**config.mk**
```make
export PLATFORM = sky130hd
export DESIGN_NAME = pt_dec
export DESIGN_NICKNAME = d
export VERILOG_FILES = /design/src/rtl/pt_dec.sv
export SDC_FILE = /design/constraint.sdc
export NUM_CORES = 1
export LEC_CHECK = 0
export CAP_MARGIN = 30
export CORE_MARGIN = 1
export CORE_UTILIZATION = 45
export CTS_CLUSTER_DIAMETER = 200
export CTS_CLUSTER_SIZE = 28
export DETAILED_ROUTE_END_ITERATION = 6
export GPL_TIMING_DRIVEN = 0
export PLACE_DENSITY_LB_ADDON = 0.12
export SYNTH_ARGS = -nofsm -noshare
export SYNTH_HDL_FRONTEND = slang
export SYNTH_SLANG_ARGS = --single-unit
```
**constraint.sdc**
```tcl
create_clock -name clk -period 2.25 [get_ports clk]
set_input_delay 0.225 -clock clk [delete_from_list [all_inputs] [get_ports clk]]
set_output_delay 0.225 -clock clk [all_outputs]
set_load 0.02 [all_outputs]
```
**src/rtl/pt_dec.sv**
```systemverilog
// PT2262-style serial frame decoder.
// The line is synchronised, every high and low run is timed with one
// saturating counter, and the runs are classified into half-bits and syncs.
// A frame is reported on ad/vld only when it is an exact repeat of the
// frame that completed just before it.
module pt_dec #(
    parameter int U = 4
) (
    input  logic        clk,
    input  logic        rst,
    input  logic        d,
    output logic [23:0] ad,
    output logic        vld,
    output logic        err
);

    // The run counter must be able to hold 16U, where it clamps.
    localparam int CW = $clog2(16 * U + 1);

    localparam logic [CW-1:0] T_HALF = CW'(U / 2);
    localparam logic [CW-1:0] T_2U   = CW'(2 * U);
    localparam logic [CW-1:0] T_4U   = CW'(4 * U);
    localparam logic [CW-1:0] T_16U  = CW'(16 * U);
    localparam logic [CW-1:0] T_16M1 = CW'(16 * U - 1);
    localparam logic [CW-1:0] ONE    = CW'(1);

    localparam logic [1:0] HUNT = 2'd0;
    localparam logic [1:0] HIGH = 2'd1;
    localparam logic [1:0] LOW  = 2'd2;

    // Synchroniser and run timing.
    logic          s1_reg;
    logic          s2_reg;
    logic          ds;
    logic          lvl_reg;
    logic [CW-1:0] cnt_reg;
    logic [CW-1:0] cnt_next;
    logic          rise;
    logic          fall;
    logic          low_sat;

    // Decoder state.
    logic [1:0]  state_reg;
    logic [1:0]  state_next;
    logic [4:0]  bits_reg;
    logic [4:0]  bits_next;
    logic [23:0] shift_reg;
    logic [23:0] shift_next;
    logic        hlong_reg;
    logic        hlong_next;
    logic [23:0] prev_reg;
    logic [23:0] prev_next;
    logic        match_reg;
    logic        match_next;
    logic [23:0] ad_reg;
    logic [23:0] ad_next;
    logic        vld_reg;
    logic        vld_next;
    logic        err_reg;
    logic        err_next;
    logic        fail;

    assign ds = s2_reg;

    // lvl_reg is the level of the run currently being timed, so a mismatch
    // with ds means that run has just ended and cnt_reg holds its length.
    assign rise    = ds && !lvl_reg;
    assign fall    = !ds && lvl_reg;
    // Fires once per low run, on the edge where the counter reaches 16U.
    assign low_sat = !ds && !lvl_reg && (cnt_reg == T_16M1);

    // Next run length: restart at 1 on a level change, clamp at 16U.
    always_comb begin
        cnt_next = cnt_reg;
        if (ds != lvl_reg) begin
            cnt_next = ONE;
        end else if (cnt_reg != T_16U) begin
            cnt_next = cnt_reg + ONE;
        end
    end

    // Synchroniser flops and the run-length counter.
    always_ff @(posedge clk) begin
        if (rst) begin
            s1_reg  <= 1'b0;
            s2_reg  <= 1'b0;
            lvl_reg <= 1'b0;
            cnt_reg <= '0;
        end else begin
            s1_reg  <= d;
            s2_reg  <= s1_reg;
            lvl_reg <= ds;
            cnt_reg <= cnt_next;
        end
    end

    // Run classification, frame assembly and repeat matching.
    always_comb begin
        state_next = state_reg;
        bits_next  = bits_reg;
        shift_next = shift_reg;
        hlong_next = hlong_reg;
        prev_next  = prev_reg;
        match_next = match_reg;
        ad_next    = ad_reg;
        vld_next   = 1'b0;
        err_next   = 1'b0;
        fail       = 1'b0;

        case (state_reg)
            HUNT: begin
                // Only a rise after a low run of at least 16U is a frame start.
                if (rise && (cnt_reg == T_16U)) begin
                    state_next = HIGH;
                    bits_next  = 5'd0;
                end
            end
            HIGH: begin
                if (fall) begin
                    if (cnt_reg >= T_HALF && cnt_reg < T_2U) begin
                        hlong_next = 1'b0;
                        state_next = LOW;
                    end else if (cnt_reg >= T_2U && cnt_reg < T_4U) begin
                        hlong_next = 1'b1;
                        state_next = LOW;
                    end else begin
                        fail = 1'b1;
                    end
                end
            end
            LOW: begin
                if (low_sat) begin
                    // A sync: short high followed by a long low.
                    if (hlong_reg) begin
                        fail = 1'b1;
                    end else if (bits_reg == 5'd24) begin
                        if (match_reg && (shift_reg == prev_reg)) begin
                            ad_next  = shift_reg;
                            vld_next = 1'b1;
                        end
                        prev_next  = shift_reg;
                        match_next = 1'b1;
                        bits_next  = 5'd0;
                        state_next = HUNT;
                    end else if (bits_reg != 5'd0) begin
                        fail = 1'b1;
                    end else begin
                        // Lone sync: stay aligned, wait for the next frame.
                        state_next = HUNT;
                    end
                end else if (rise) begin
                    // The low run just ended completes one half-bit.
                    if (!hlong_reg && cnt_reg >= T_2U && cnt_reg < T_4U) begin
                        if (bits_reg == 5'd24) begin
                            fail = 1'b1;
                        end else begin
                            shift_next = {shift_reg[22:0], 1'b0};
                            bits_next  = bits_reg + 5'd1;
                            state_next = HIGH;
                        end
                    end else if (hlong_reg && cnt_reg >= T_HALF && cnt_reg < T_2U) begin
                        if (bits_reg == 5'd24) begin
                            fail = 1'b1;
                        end else begin
                            shift_next = {shift_reg[22:0], 1'b1};
                            bits_next  = bits_reg + 5'd1;
                            state_next = HIGH;
                        end
                    end else begin
                        fail = 1'b1;
                    end
                end
            end
            default: begin
                state_next = HUNT;
            end
        endcase

        // Any malformed run drops alignment and forgets the previous frame.
        if (fail) begin
            err_next   = 1'b1;
            bits_next  = 5'd0;
            match_next = 1'b0;
            state_next = HUNT;
        end
    end

    // Decoder state and registered outputs.
    always_ff @(posedge clk) begin
        if (rst) begin
            state_reg <= HUNT;
            bits_reg  <= 5'd0;
            shift_reg <= 24'd0;
            hlong_reg <= 1'b0;
            prev_reg  <= 24'd0;
            match_reg <= 1'b0;
            ad_reg    <= 24'd0;
            vld_reg   <= 1'b0;
            err_reg   <= 1'b0;
        end else begin
            state_reg <= state_next;
            bits_reg  <= bits_next;
            shift_reg <= shift_next;
            hlong_reg <= hlong_next;
            prev_reg  <= prev_next;
            match_reg <= match_next;
            ad_reg    <= ad_next;
            vld_reg   <= vld_next;
            err_reg   <= err_next;
        end
    end

    assign ad  = ad_reg;
    assign vld = vld_reg;
    assign err = err_reg;

endmodule

```
==> results.json, run 1 <==
{
  "worstSetupPathType": "reg2reg",
  "ctsHtreeMaxLevel": 3,
  "syn_inst": 488,
  "dpl.hpwl_um": 6800,
  "final.setup_skew_ns": 0.00988,
  "overflow": 0,
  "hold_depth": 2,
  "seq_area_frac_synth": 0.418,
  "drc": 0,
  "drive_above_1_share": 0.103,
  "fmax_mhz": 477,
  "num_vias": 3435,
  "grt_max_degree": 18,
  "clock_power_share": 0.362,
  "dpl_cell_area_um2": 4900,
  "syn_nets": 503,
  "maxSlewViolCount": 0,
  "ff2ff_path_depth": 9,
  "place_inst": 645,
  "cts_buffers": 9,
  "comb_power_share": 0.069,
  "fin_cells": 663,
  "r2r-start": "cnt_reg[1]",
  "insertedDiodeCount": 0,
  "die_area_um2": 10300,
  "slowest_stage": "dfxtp_4",
  "whs_endpoint": "s1_reg",
  "r2r_slack_ns": 0.15,
  "firstDrtPassIters": 4,
  "layout_common_cells": "dfxtp_1, nand2_1, nand2b_1, mux2i_1, nor2_1",
  "r2r-end": "shift_reg[14]",
  "row_count": 35,
  "crit_buf_inv": 3,
  "synthesis.area_um2": 4460,
  "finalPower_mw": 2.94,
  "power.switching_mw": 0.781,
  "power_frac_seq": 0.569,
  "wl_um": 9350,
  "cap_violations": 0,
  "routedWlPerCell_um": 14.1,
  "vdd_drop_max_v": 0.000268,
  "synth_edf_count": 0,
  "cellPowerDensity_nw_per_um2": 572,
  "place_congestion": 0.905,
  "clock_sinks": 93,
  "min_from": "d",
  "finish.instance_area_um2": 5130,
  "antenna_found_initial": 0,
  "fin_util": 0.545,
  "synthArstFlopShare": 0,
  "fin_nets": 544,
  "cp_max_fo": 10,
  "worst_ep_required_time_ns": 2.48,
  "final-hold-violation-count": 0,
  "die_x_um": 102,
  "drtAntennaViolNets": 0,
  "via_per_inst": 5.18,
  "grt_use_total": 0.196,
  "syn_area_per_cell_um2": 9.14,
  "synth.ff_latch_count": 93,
  "final_common_cell": "dfxtp_1",
  "ys.flop_type": "dfxtp_1",
  "cp-start-kind": "flip-flop",
  "slew_headroom": 0.602,
  "cpPeakStageDelay_ns": 0.38,
  "cp_data_arrival_time_ns": 2.32,
  "cts_tree": "done",
  "p_int_mw": 2.16,
  "clk_latency_ns": 0.35,
  "grt_setup_unrepaired": "false",
  "worst_slew_pin_slew_ns": 0.597,
  "yosysUniqueCellTypes": 49,
  "place_ws_ns": -0.0787,
  "swShare": 0.266,
  "cp-startpoint": "cnt_reg[1]",
  "grt_pass1_wl_um": 15900,
  "cts_max_path_buffers": 2,
  "cts_root_buffer": "clkbuf_8",
  "port_buffers": 28,
  "drtIter0Drc": 232,
  "start_util": 0.473,
  "fin_ws_ns": 0.154,
  "grt_pass1_vias": 3187,
  "crit_family": "buffers and inverters",
  "clkTransAtPathRegs_ns": 0.10,
  "ios": 29,
  "min_path_type": "in2reg",
  "area_growth_pct": 15.1,
  "min_period_ns": 2.10,
  "dieHeight_um": 102,
  "core_um2": 9420,
  "setup_violations": 0,
  "finalCritPeriodShare": 0.932,
  "outcome": "complete, no violations",
  "cp-end-kind": "flip-flop",
  "p_leak_nw": 1.65,
  "yosysWarnings": 0,
  "path_cells": "ha_2 -> and3_1 -> buf_6 -> a211oi_1 -> and4_1 -> buf_4 -> buf_8 -> mux2i_1 -> nor2_1",
  "fill_cells": 888
}
final cells by class:
type | count | area [µm²] | share of cell area
Tap cell | 129 | 161 | 0.0315
Clock buffer | 9 | 124 | 0.0241
Timing Repair Buffer | 32 | 310 | 0.0605
Buffer | 27 | 196 | 0.0383
Inverter | 16 | 60.1 | 0.0117
Sequential cell | 93 | 1870 | 0.364
Multi-Input combinational cell | 350 | 2350 | 0.459
Clock inverter | 7 | 58.8 | 0.0115
synth_stat cells (3+ instances only):
| cell | count | area share |
|---|---|---|
| a211oi_1 | 4 | 0.0067 |
| a21oi_1 | 26 | 0.029 |
| a31oi_1 | 4 | 0.0056 |
| and3_1 | 3 | 0.0042 |
| buf_4 | 3 | 0.0051 |
| buf_6 | 5 | 0.013 |
| clkbuf_1 | 15 | 0.013 |
| dfxtp_1 | 93 | 0.42 |
| ha_1 | 12 | 0.034 |
| inv_1 | 16 | 0.013 |
| mux2i_1 | 48 | 0.11 |
| nand2_1 | 57 | 0.048 |
| nand2b_1 | 50 | 0.070 |
| nand3_1 | 10 | 0.011 |
| nand4_1 | 10 | 0.014 |
| nor2_1 | 39 | 0.033 |
| nor3_1 | 8 | 0.0090 |
| nor4_1 | 8 | 0.011 |
| o21ai_0 | 6 | 0.0067 |
| or3_1 | 5 | 0.0070 |
| xnor2_1 | 29 | 0.057 |
how the worst max path moves through the flow:
| stage | endpoint | cells past startpoint |
|---|---|---|
| after floorplan | shift_reg[12] | 9 |
| after global placement | ad[3] | 9 |
| after detailed placement | bits_reg[2] | 6 |
| after CTS | prev_reg[21] | 8 |
| after global routing | shift_reg[23] | 10 |
| final | shift_reg[14] | 9 |
through the flow:
stage	hold slack (ns)	setup TNS, ns
2_1_floorplan	0.353	0
3_3_place_gp	0.425	-0.495
3_5_place_dp	0.439	-0.737
4_1_cts	0.421	0
5_1_grt	0.437	0
6_report	0.429	0
power groups by stage:
stage | clock network [mW] | registers (mW) | logic [mW]
after floorplan | 0 | 1.71 | 0.146
after global placement | 0 | 1.71 | 0.197
after detailed placement | 0 | 1.71 | 0.200
after CTS | 1.09 | 1.67 | 0.203
after global routing | 1.17 | 1.67 | 0.225
final | 1.06 | 1.67 | 0.201
cell families (layout without fill, tap and decap cells):
logic type / after synthesis / count (layout) / synth area share
compound gates: 57 / 57 / 0.0850
buf+inv: 45 / 91 / 0.0575
xor+xnor: 31 / 31 / 0.0609
flops: 93 / 93 / 0.418
mux: 48 / 48 / 0.108
simple gates: 202 / 202 / 0.237
fa+ha+maj: 12 / 12 / 0.0337
repair_timing:
item	in CTS	in global routing
setup endpoints to repair	30	52
hold buffers	0	0
pin swaps	1	1
buffers inserted	2	2
gates resized for setup	2	10
layer usage:
metal / up-vias / global-route usage / share of wire
met5: - / 0 / 0
met3: 8 / 0.0283 / 0.045
li1: 1734 / - / -
met1: 1610 / 0.293 / 0.51
met4: 0 / 0.0680 / 0.010
met2: 83 / 0.287 / 0.43
(Power assumes the default switching activity.)
==> run 2, diff against run 1 <==
--- a/config.mk
+++ b/config.mk
@@ -11,7 +11,6 @@
 export CTS_CLUSTER_DIAMETER = 200
 export CTS_CLUSTER_SIZE = 28
 export DETAILED_ROUTE_END_ITERATION = 6
-export GPL_TIMING_DRIVEN = 0
 export PLACE_DENSITY_LB_ADDON = 0.12
 export SYNTH_ARGS = -nofsm -noshare
 export SYNTH_HDL_FRONTEND = slang
==> run 2 against run 1 <==
  * Power down 1.9%
  * Wire length decreased by 8.6%
  * Clock skew rose by 0.0012 ns
  * Sequential share of layout area increased by 0.74 points
  * Critical path depth down 2
  * Sequential power barely moved
  * Sequential cell count unchanged
==> results.json, run 2 (synthesis results as in run 1) <==
{
  "finish.instance_area_um2": 5020,
  "min_period_ns": 2.09,
  "maxSlewViolCount": 0,
  "grt_max_degree": 87,
  "start_util": 0.473,
  "dpl_cell_area_um2": 4840,
  "cp-end-kind": "flip-flop",
  "final.setup_skew_ns": 0.0110,
  "vdd_drop_max_v": 0.000400,
  "cellPowerDensity_nw_per_um2": 575,
  "via_per_inst": 5.11,
  "min_path_type": "in2reg",
  "place_congestion": 0.859,
  "clkTransAtPathRegs_ns": 0.09,
  "layout_common_cells": "dfxtp_1, nand2_1, nand2b_1, mux2i_1, nor2_1",
  "fin_util": 0.533,
  "r2r-start": "bits_reg[0]",
  "cp_data_arrival_time_ns": 2.36,
  "die_x_um": 102,
  "worst_slew_pin_slew_ns": 0.427,
  "cts_tree": "done",
  "overflow": 0,
  "cp_max_fo": 10,
  "area_growth_pct": 12.5,
  "outcome": "complete, no violations",
  "finalCritPeriodShare": 0.927,
  "antenna_found_initial": 0,
  "grt_setup_unrepaired": "false",
  "r2r_slack_ns": 0.16,
  "drc": 0,
  "worstSetupPathType": "reg2reg",
  "grt_pass1_wl_um": 14400,
  "clk_latency_ns": 0.36,
  "whs_endpoint": "lvl_reg",
  "ios": 29,
  "min_from": "rst",
  "whs_ns": 0.183,
  "cap_violations": 0,
  "final_common_cell": "dfxtp_1",
  "place_ws_ns": 0.140,
  "slowest_stage": "or3_1",
  "drtAntennaViolNets": 0,
  "num_vias": 3291,
  "wl_um": 8550,
  "core_um2": 9420,
  "firstDrtPassIters": 4,
  "grt_use_total": 0.178,
  "cts_buffers": 9,
  "routedWlPerCell_um": 13.3,
  "worst_ep_required_time_ns": 2.53,
  "cp-start-kind": "flip-flop",
  "r2r-end": "bits_reg[1]",
  "final.setup.tns_ns": 0,
  "insertedDiodeCount": 0,
  "cts_max_path_buffers": 2,
  "path_cells": "inv_1 -> ha_1 -> nand4b_1 -> a221o_1 -> nand4_4 -> or3_1 -> a211oi_2",
  "fin_nets": 525,
  "drive_above_1_share": 0.0854,
  "die_area_um2": 10300,
  "fill_cells": 867,
  "cpPeakStageDelay_ns": 0.41,
  "grt_pass1_vias": 2986,
  "cts_root_buffer": "clkbuf_8",
  "final-hold-violation-count": 0,
  "fin_ws_ns": 0.165,
  "p_leak_nw": 1.61,
  "ctsHtreeMaxLevel": 3,
  "dpl.hpwl_um": 5760,
  "port_buffers": 28,
  "dieHeight_um": 102,
  "row_count": 35,
  "slew_headroom": 0.708,
  "hold_depth": 2,
  "ff2ff_path_depth": 7,
  "fmax_mhz": 480,
  "setup_violations": 0,
  "clock_sinks": 93,
  "drtIter0Drc": 116
}
## run 2: critical path: cells and delay by family, from the launching register on
kind | cells | cell delay, ns
buffers and inverters | 1 | 0.08
DFF | 1 | 0.36
adders and majority gates | 1 | 0.22
and+or+nand+nor | 3 | 0.87
AOI/OAI and AO/OA | 2 | 0.48
## run 2: worst max path at each step
| stage | start | end | slack, ns | depth (start not counted) |
|---|---|---|---|---|
| finish | bits_reg[0] | bits_reg[1] | 0.16 | 7 |
| global route | bits_reg[0] | state_reg[0] | 0.02 | 7 |
| CTS | cnt_reg[0] | bits_reg[1] | 0.12 | 6 |
| detailed placement | cnt_reg[0] | state_reg[0] | 0.14 | 6 |
| global placement | cnt_reg[0] | bits_reg[1] | 0.25 | 6 |
| floorplan | cnt_reg[1] | shift_reg[12] | 0.33 | 9 |
## run 2: layer usage
| metal | share of wire | up-vias | routed length, µm | global-route usage |
|---|---|---|---|---|
| met5 | 0 | - | 0 | 0 |
| met2 | 0.43 | 62 | 3720 | 0.274 |
| li1 | - | 1698 | - | - |
| met3 | 0.039 | 10 | 337 | 0.0490 |
| met4 | 0.0098 | 0 | 84 | 0.0546 |
| met1 | 0.52 | 1521 | 4410 | 0.244 |
## run 2: layout make-up
class	instances	area, µm²	area share
Multi-Input combinational cell	350	2340	0.467
Sequential cell	93	1860	0.371
Timing Repair Buffer	40	415	0.0828
Tap cell	129	161	0.0322
Clock buffer	11	141	0.0282
Inverter	16	60.1	0.0120
Clock inverter	5	35.0	0.00698
## run 2: where the power goes
group | internal [mW] | total [mW] | switching (mW)
Sequential | 1.66 | 1.67 | 0.0130
Combinational | 0.0763 | 0.191 | 0.115
Clock | 0.435 | 1.02 | 0.587
## run 2: repair_timing
item	in CTS	in global routing
hold endpoints to repair	0	0
setup endpoints to repair	0	3
resized for setup	0	1
hold buffers	0	0
setup buffers	0	0
## run 2: through the flow
| stage | total power, mW | std cells |
|---|---|---|
| 3_3_place_gp | 1.89 | 628 |
| 6_report | 2.88 | 644 |
| 3_5_place_dp | 1.90 | 628 |
| 4_1_cts | 2.92 | 644 |
| 5_1_grt | 3.01 | 644 |
| 2_1_floorplan | 1.85 | 488 |
